===== config.mk =====
export PLATFORM = sky130hd
export DESIGN_NAME = uart_cmd_controller
export DESIGN_NICKNAME = d
export VERILOG_FILES = /design/src/rtl/uart_motor_pkg.sv /design/src/rtl/cmd_watchdog.sv /design/src/rtl/uart_cmd_controller.sv
export SDC_FILE = /design/constraint.sdc
export NUM_CORES = 1
export LEC_CHECK = 0
export CORE_ASPECT_RATIO = 1.4
export CORE_MARGIN = 2
export CORE_UTILIZATION = 33
export CTS_CLUSTER_DIAMETER = 150
export DETAILED_ROUTE_END_ITERATION = 12
export HOLD_SLACK_MARGIN = 0.02
export PLACE_DENSITY_LB_ADDON = 0.2
export SYNTH_ARGS = -nofsm -noshare
export SYNTH_HDL_FRONTEND = slang
export SYNTH_SLANG_ARGS = --single-unit

===== constraint.sdc =====
create_clock -name CLK -period 3 [get_ports CLK]
set_input_delay 0.45 -clock CLK [delete_from_list [all_inputs] [get_ports CLK]]
set_output_delay 0.45 -clock CLK [all_outputs]
set_load 0.03 [all_outputs]

===== src/rtl/uart_motor_pkg.sv =====
// rtl/uart_motor_pkg.sv - shared constants, frame layout and FSM type for the UART motor command path
package uart_motor_pkg;

   localparam logic [7:0] HEADER_DEFAULT = 8'hA5;

   localparam logic [7:0] OP_SET_DUTY = 8'h01;
   localparam logic [7:0] OP_SET_DIR  = 8'h02;
   localparam logic [7:0] OP_ENABLE   = 8'h03;
   localparam logic [7:0] OP_ESTOP    = 8'h04;

   localparam int FIELD_W = 8;
   localparam int HDR_LSB = 24;
   localparam int OP_LSB  = 16;
   localparam int VAL_LSB = 8;
   localparam int CHK_LSB = 0;

   typedef enum logic [1:0] {
      ST_IDLE,
      ST_CHECK,
      ST_APPLY,
      ST_REJECT
   } state_t;

   function automatic logic [FIELD_W-1:0] frame_field(input logic [31:0] frame, input int lsb);
      return frame[lsb +: FIELD_W];
   endfunction

   function automatic logic is_legal_op(input logic [7:0] op);
      return op inside {OP_SET_DUTY, OP_SET_DIR, OP_ENABLE, OP_ESTOP};
   endfunction

   // Checksum is the modulo-256 sum of the three leading bytes.
   function automatic logic [7:0] frame_sum(input logic [7:0] hdr, input logic [7:0] op,
                                            input logic [7:0] val);
      return hdr + op + val;
   endfunction

endpackage


===== src/rtl/cmd_watchdog.sv =====
// rtl/cmd_watchdog.sv - command watchdog: counts while enabled, pulses trip when traffic ceases
module cmd_watchdog #(
   parameter int TIMEOUT_CYCLES = 50_000_000,
   parameter int WD_W           = 26
) (
   input  logic clk,
   input  logic reset,
   input  logic enable,
   input  logic clear,
   output logic trip
);

   logic [WD_W-1:0] count;

   // Trip on the edge at which the count would reach TIMEOUT_CYCLES-1; the counter restarts from 0.
   assign trip = enable && !clear && (count == WD_W'(TIMEOUT_CYCLES - 2));

   always_ff @(posedge clk) begin
      if (reset || !enable || clear || trip) begin
         count <= '0;
      end else begin
         count <= count + WD_W'(1);
      end
   end

endmodule


===== src/rtl/uart_cmd_controller.sv =====
// rtl/uart_cmd_controller.sv - validates UART frames and applies motor duty/direction/enable commands
module uart_cmd_controller
   import uart_motor_pkg::*;
#(
   parameter logic [7:0] HEADER         = HEADER_DEFAULT,
   parameter logic [7:0] MAX_DUTY       = 8'd240,
   parameter int         TIMEOUT_CYCLES = 50_000_000,
   parameter int         WD_W           = 26
) (
   input  logic        CLK,
   input  logic        CLR,
   input  logic        Data_Ready,
   input  logic [31:0] Data,
   input  logic        Parity_ERR,
   output logic [7:0]  Duty,
   output logic        Dir,
   output logic        Motor_EN,
   output logic        Cmd_Valid,
   output logic        Cmd_Err,
   output logic [7:0]  Err_Count,
   output logic        Timeout
);

   state_t      state;
   logic        dr_q;
   logic [31:0] frame_q;
   logic        par_q;
   logic        ovr_pend;

   logic [7:0]  f_hdr, f_op, f_val, f_chk;
   logic        frame_event, ovr_evt, ovr_take;
   logic        frame_ok, dir_conflict, apply_ok, rej_now, wd_trip;
   logic [1:0]  err_inc;
   logic [8:0]  err_sum;

   assign f_hdr = frame_field(frame_q, HDR_LSB);
   assign f_op  = frame_field(frame_q, OP_LSB);
   assign f_val = frame_field(frame_q, VAL_LSB);
   assign f_chk = frame_field(frame_q, CHK_LSB);

   always_comb begin
      frame_event  = Data_Ready && !dr_q;
      ovr_evt      = frame_event && (state != ST_IDLE);
      frame_ok     = !par_q && (f_hdr == HEADER) && (f_chk == frame_sum(f_hdr, f_op, f_val))
                     && is_legal_op(f_op);
      // Reversing a powered, spinning bridge is refused rather than applied.
      dir_conflict = (state == ST_APPLY) && (f_op == OP_SET_DIR) && Motor_EN
                     && (Duty != '0) && (f_val[0] != Dir);
      apply_ok     = (state == ST_APPLY) && !dir_conflict;
      rej_now      = (state == ST_REJECT) || dir_conflict;
      // An overrun cannot share a cycle with Cmd_Valid, so it waits one cycle in ovr_pend.
      ovr_take     = (ovr_evt || ovr_pend) && !apply_ok;
      err_inc      = {1'b0, rej_now} + {1'b0, ovr_take};
      err_sum      = {1'b0, Err_Count} + {7'd0, err_inc};
   end

   cmd_watchdog #(
      .TIMEOUT_CYCLES(TIMEOUT_CYCLES),
      .WD_W          (WD_W)
   ) u_watchdog (
      .clk   (CLK),
      .reset (CLR),
      .enable(Motor_EN),
      .clear (apply_ok),
      .trip  (wd_trip)
   );

   always_ff @(posedge CLK) begin
      if (CLR) begin
         state     <= ST_IDLE;
         dr_q      <= 1'b0;
         frame_q   <= '0;
         par_q     <= 1'b0;
         ovr_pend  <= 1'b0;
         Duty      <= '0;
         Dir       <= 1'b0;
         Motor_EN  <= 1'b0;
         Cmd_Valid <= 1'b0;
         Cmd_Err   <= 1'b0;
         Err_Count <= '0;
         Timeout   <= 1'b0;
      end else begin
         dr_q      <= Data_Ready;
         Cmd_Valid <= apply_ok;
         Cmd_Err   <= rej_now || ovr_take;
         ovr_pend  <= (ovr_evt || ovr_pend) && apply_ok;
         Err_Count <= (err_sum > 9'd255) ? 8'hFF : err_sum[7:0];

         case (state)
            ST_IDLE: begin
               if (frame_event) begin
                  frame_q <= Data;
                  par_q   <= Parity_ERR;
                  state   <= ST_CHECK;
               end
            end
            ST_CHECK: state <= frame_ok ? ST_APPLY : ST_REJECT;
            default:  state <= ST_IDLE;
         endcase

         if (apply_ok) begin
            case (f_op)
               OP_SET_DUTY: Duty <= (f_val > MAX_DUTY) ? MAX_DUTY : f_val;
               OP_SET_DIR:  Dir  <= f_val[0];
               OP_ENABLE: begin
                  Motor_EN <= f_val[0];
                  if (f_val[0]) Timeout <= 1'b0;
               end
               OP_ESTOP: begin
                  Motor_EN <= 1'b0;
                  Duty     <= '0;
               end
               default: ;
            endcase
         end else if (wd_trip) begin
            Motor_EN <= 1'b0;
            Duty     <= '0;
            Timeout  <= 1'b1;
         end
      end
   end

endmodule


==> results.json <==
{
  "clock_power_share_pct": 43.1,
  "synth-async-reset-ratio_pct": 0,
  "pin_count_of_the_biggest_net_entering_global_routing": 34,
  "p_sw_w": 0.000657,
  "finalInstanceArea_um2": 5160,
  "chipHeight_um": 134,
  "clock_tree_from_tritoncts": "done",
  "cp-start-kind": "flip-flop",
  "clk_root_buffer_cell": "clkbuf_16",
  "syn-num-nets": 510,
  "dp.final_hpwl_mm": 7.14,
  "io_pins": 57,
  "setup.worst_path.class": "reg2reg",
  "max_freq_mhz": 336,
  "die-width_um": 96.7,
  "min_period_ns": 2.98,
  "p_int_w": 0.00196,
  "final_period_util_pct": 99.3,
  "share_comb_of_total_power_pct": 11.7,
  "ys_seq_elements": 84,
  "drc_viols": 0,
  "worst_ep_required_time_ns": 3.28,
  "last_weighted_congestion_value_of_the_routability_driven_placer": 0.821,
  "multi_input_comb_area_um2": 2220,
  "groute.usage.overall_pct": 15.1,
  "min-delay-start": "u_watchdog.count[0]",
  "max_slew.worst_pin.slew_ns": 0.750,
  "finalHoldViolCount": 0,
  "drt-vias-per-instance": 4.82,
  "number_of_antenna_violations_at_the_first_check_in_global_routing": 0,
  "path_clk_slew_ns": 0.07,
  "drt-pass1-iter-count": 5,
  "holdWs_ns": 0.453,
  "seqPwrFrac_pct": 45.2,
  "synth_top_cell_area_share_pct": 42.4,
  "antenna_cells_inserted": 0,
  "worst_skew_pair.late_latency_ns": 0.34,
  "timing.final.max_slew_violations": 0,
  "h_tree_levels": 3,
  "worst_hold_path.num_cells": 1,
  "timing.critical_path.slowest_cell_delay_ns": 0.50,
  "syn_area_um2": 3970,
  "synth_top_area_cell": "dfxtp_1",
  "synth_top_flop_cell": "dfxtp_1",
  "syn_area_cell_um2": 8.70,
  "unrepaired_setup_endpoints_after_global_routing": "true",
  "placement_rows": 47,
  "critical_path.max_fanout": 6,
  "final-seq-area_um2": 1690,
  "initial_drt_markers": 101,
  "route.final.wire_length_mm": 9.59,
  "cts.sink_count": 84,
  "critical_path.slowest_cell": "or4b_4",
  "power_density_nw_per_um2": 506,
  "path_cells": "or2_4 -> nor4_4 -> or4b_4 -> nor2b_4 -> o21a_1 -> fa_2 -> inv_2 -> ha_4 -> and4_4 -> nand4_1 -> a21oi_1",
  "critical_path.n_buffers_inverters": 1,
  "worstSetupEndpointType": "flip-flop",
  "cts_buffer_depth": 2,
  "p_leak_nw": 1.87,
  "wl_per_cell_um": 14.1,
  "floorplan_die_area_um2": 12900,
  "timing.max_cap.violations": 0,
  "maxSlewHeadroom_pct": 49.6,
  "cts_inserted_buffers": 9,
  "timing.final.setup_violations": 0,
  "grt_pass1_wl_mm": 15.6,
  "net_count_reported_at_finish": 583,
  "postSynthCellCount": 456,
  "hold_path_end": "u_watchdog.count[0]",
  "edff_count_synth": 0,
  "regToRegEndpoint": "Err_Count[3]",
  "post_synth_num_cell_types": 46,
  "path_delay_family": "simple AND/OR/NAND/NOR gates",
  "placement.io_buffers": 56,
  "run_status": "completed",
  "regToRegStartpoint": "frame_q[20]",
  "power.switching_fraction_pct": 25.1,
  "flow.area_growth_from_synthesis_pct": 30.1,
  "synthMostInstantiatedCell": "nand2_1",
  "final_layout_size_suffix_gt1_share_pct": 10.9,
  "critPathArrivalTime_ns": 3.26,
  "worst_r2r_path_depth": 11,
  "fillers": 1213,
  "dpl_cell_area_um2": 4790,
  "r2r_slack_ns": 0.02,
  "design.core.area_um2": 11800,
  "start_util_pct": 33.7,
  "number_of_vias_in_the_routed_layout": 3285,
  "antenna_left": 0,
  "globalRoute.totalOverflow": 0,
  "synthesis.yosys.warnings": 0,
  "first_global_vias": 3187,
  "netlist_top_cells_count": "nand2_1 (90), dfxtp_1 (84), a21oi_1 (45), nor2_1 (39), xor2_1 (25)",
  "synth_seq_area_share_pct": 42.4,
  "main_area_contributors_after_synthesis": "dfxtp_1 (42%), nand2_1 (8.5%), a21oi_1 (5.7%)",
  "power.ir.vdd_worst_mv": 0.318,
  "holdCritPathClass": "reg2reg",
  "worst_clock_skew_ns": 0.0114
}
-- worst max path at each step --
stage	from	to	cells after the start
after floorplan	frame_q[20]	Err_Count[0]	11
after global placement	frame_q[21]	Err_Count[4]	11
after detailed placement	frame_q[21]	Err_Count[0]	11
after CTS	frame_q[21]	Err_Count[0]	11
after global routing	frame_q[20]	Err_Count[0]	11
final	frame_q[20]	Err_Count[3]	11
-- state kept, by name, indices dropped and copies added, names as in the netlist --
| signal | count |
|---|---|
| frame_q | 32 |
| u_watchdog.count | 26 |
| Duty | 8 |
| Err_Count | 8 |
| state | 2 |
| Cmd_Err | 1 |
| Cmd_Valid | 1 |
| Dir | 1 |
| Motor_EN | 1 |
| Timeout | 1 |
| dr_q | 1 |
| ovr_pend | 1 |
| par_q | 1 |
-- metal layers --
| metal | part of all wire (%) | global-route usage (%) | up-vias |
|---|---|---|---|
| met5 | 0 | 0 | - |
| met4 | 1.3 | 5.63 | 0 |
| met3 | 2.1 | 2.57 | 8 |
| met2 | 55 | 28.0 | 36 |
| met1 | 42 | 17.1 | 1562 |
| li1 | - | - | 1679 |
-- metrics by stage --
step	std cells	TNS, ns	utilization [%]	setup slack (ns)	total power, W
3_5_place_dp	661	-0.0781	40.8	-0.0219	0.00151
3_3_place_gp	661	0	40.8	0.0539	0.00151
4_1_cts	677	0	43.4	0.00851	0.00264
6_report	681	0	43.9	0.0202	0.00261
2_1_floorplan	456	0	-	0.0758	0.00138
5_1_grt	681	-0.742	43.9	-0.112	0.00273
-- cell type report --
cell class / count / share of cell area (%)
clock buffers: 10 / 4.44
inverters: 13 / 0.945
flip-flops and latches: 84 / 32.7
well taps: 147 / 3.56
multi-input cells: 343 / 43.0
repair buffers: 78 / 14.0
clock inverters: 6 / 1.41
-- timing repair --
| action | CTS | global route |
|---|---|---|
| endpoints found under the hold margin | 0 | 0 |
| setup endpoints to repair | 6 | 8 |
| hold buffers | 0 | 0 |
| pin swaps | 4 | 7 |
| buffers inserted | 0 | 4 |
| resized for setup | 2 | 9 |
-- cells in the final DEF, fill, tap and decap left out, drive strengths merged, types with 2 or more instances in the layout --
cell / n
clkdlybuf4s50: 55
or4b: 2
buf: 23
clkbuf: 10
a31oi: 3
nand3: 11
nor4b: 3
fa: 9
and2: 6
a21oi: 45
inv: 15
mux2i: 9
nand2b: 11
nor2: 40
a21o: 2
xor2: 25
or2: 2
dfxtp: 84
nand2: 91
o21ai: 4
and4: 3
nor2b: 4
clkinvlp: 3
or4: 3
xnor2: 21
nand4: 12
nor3: 5
nor4: 5
and3: 6
ha: 9
-- power by group through the flow --
stage / logic [W] / registers [W] / clock network, W
5_1_grt: 0.000340 / 0.00118 / 0.00121
3_5_place_dp: 0.000303 / 0.00121 / 0
4_1_cts: 0.000306 / 0.00118 / 0.00116
2_1_floorplan: 0.000179 / 0.00120 / 0
3_3_place_gp: 0.000300 / 0.00121 / 0
6_report: 0.000306 / 0.00118 / 0.00113
-- kinds of logic (layout without fill, tap and decap cells) --
logic type                 count (synthesis)  in the layout  share of synthesized area, %
DFF                                       84             84                          42.4
and+or+nand+nor                          210            210                          26.4
xor gates and xnor gates                  46             46                          10.2
adders and majority gates                 18             18                          7.38
buffers and inverters                     29            107                          2.74
AOI/OAI and AO/OA                         60             60                          8.61
muxes                                      9              9                          2.27
Note: power is estimated with default switching activity, not from simulation.
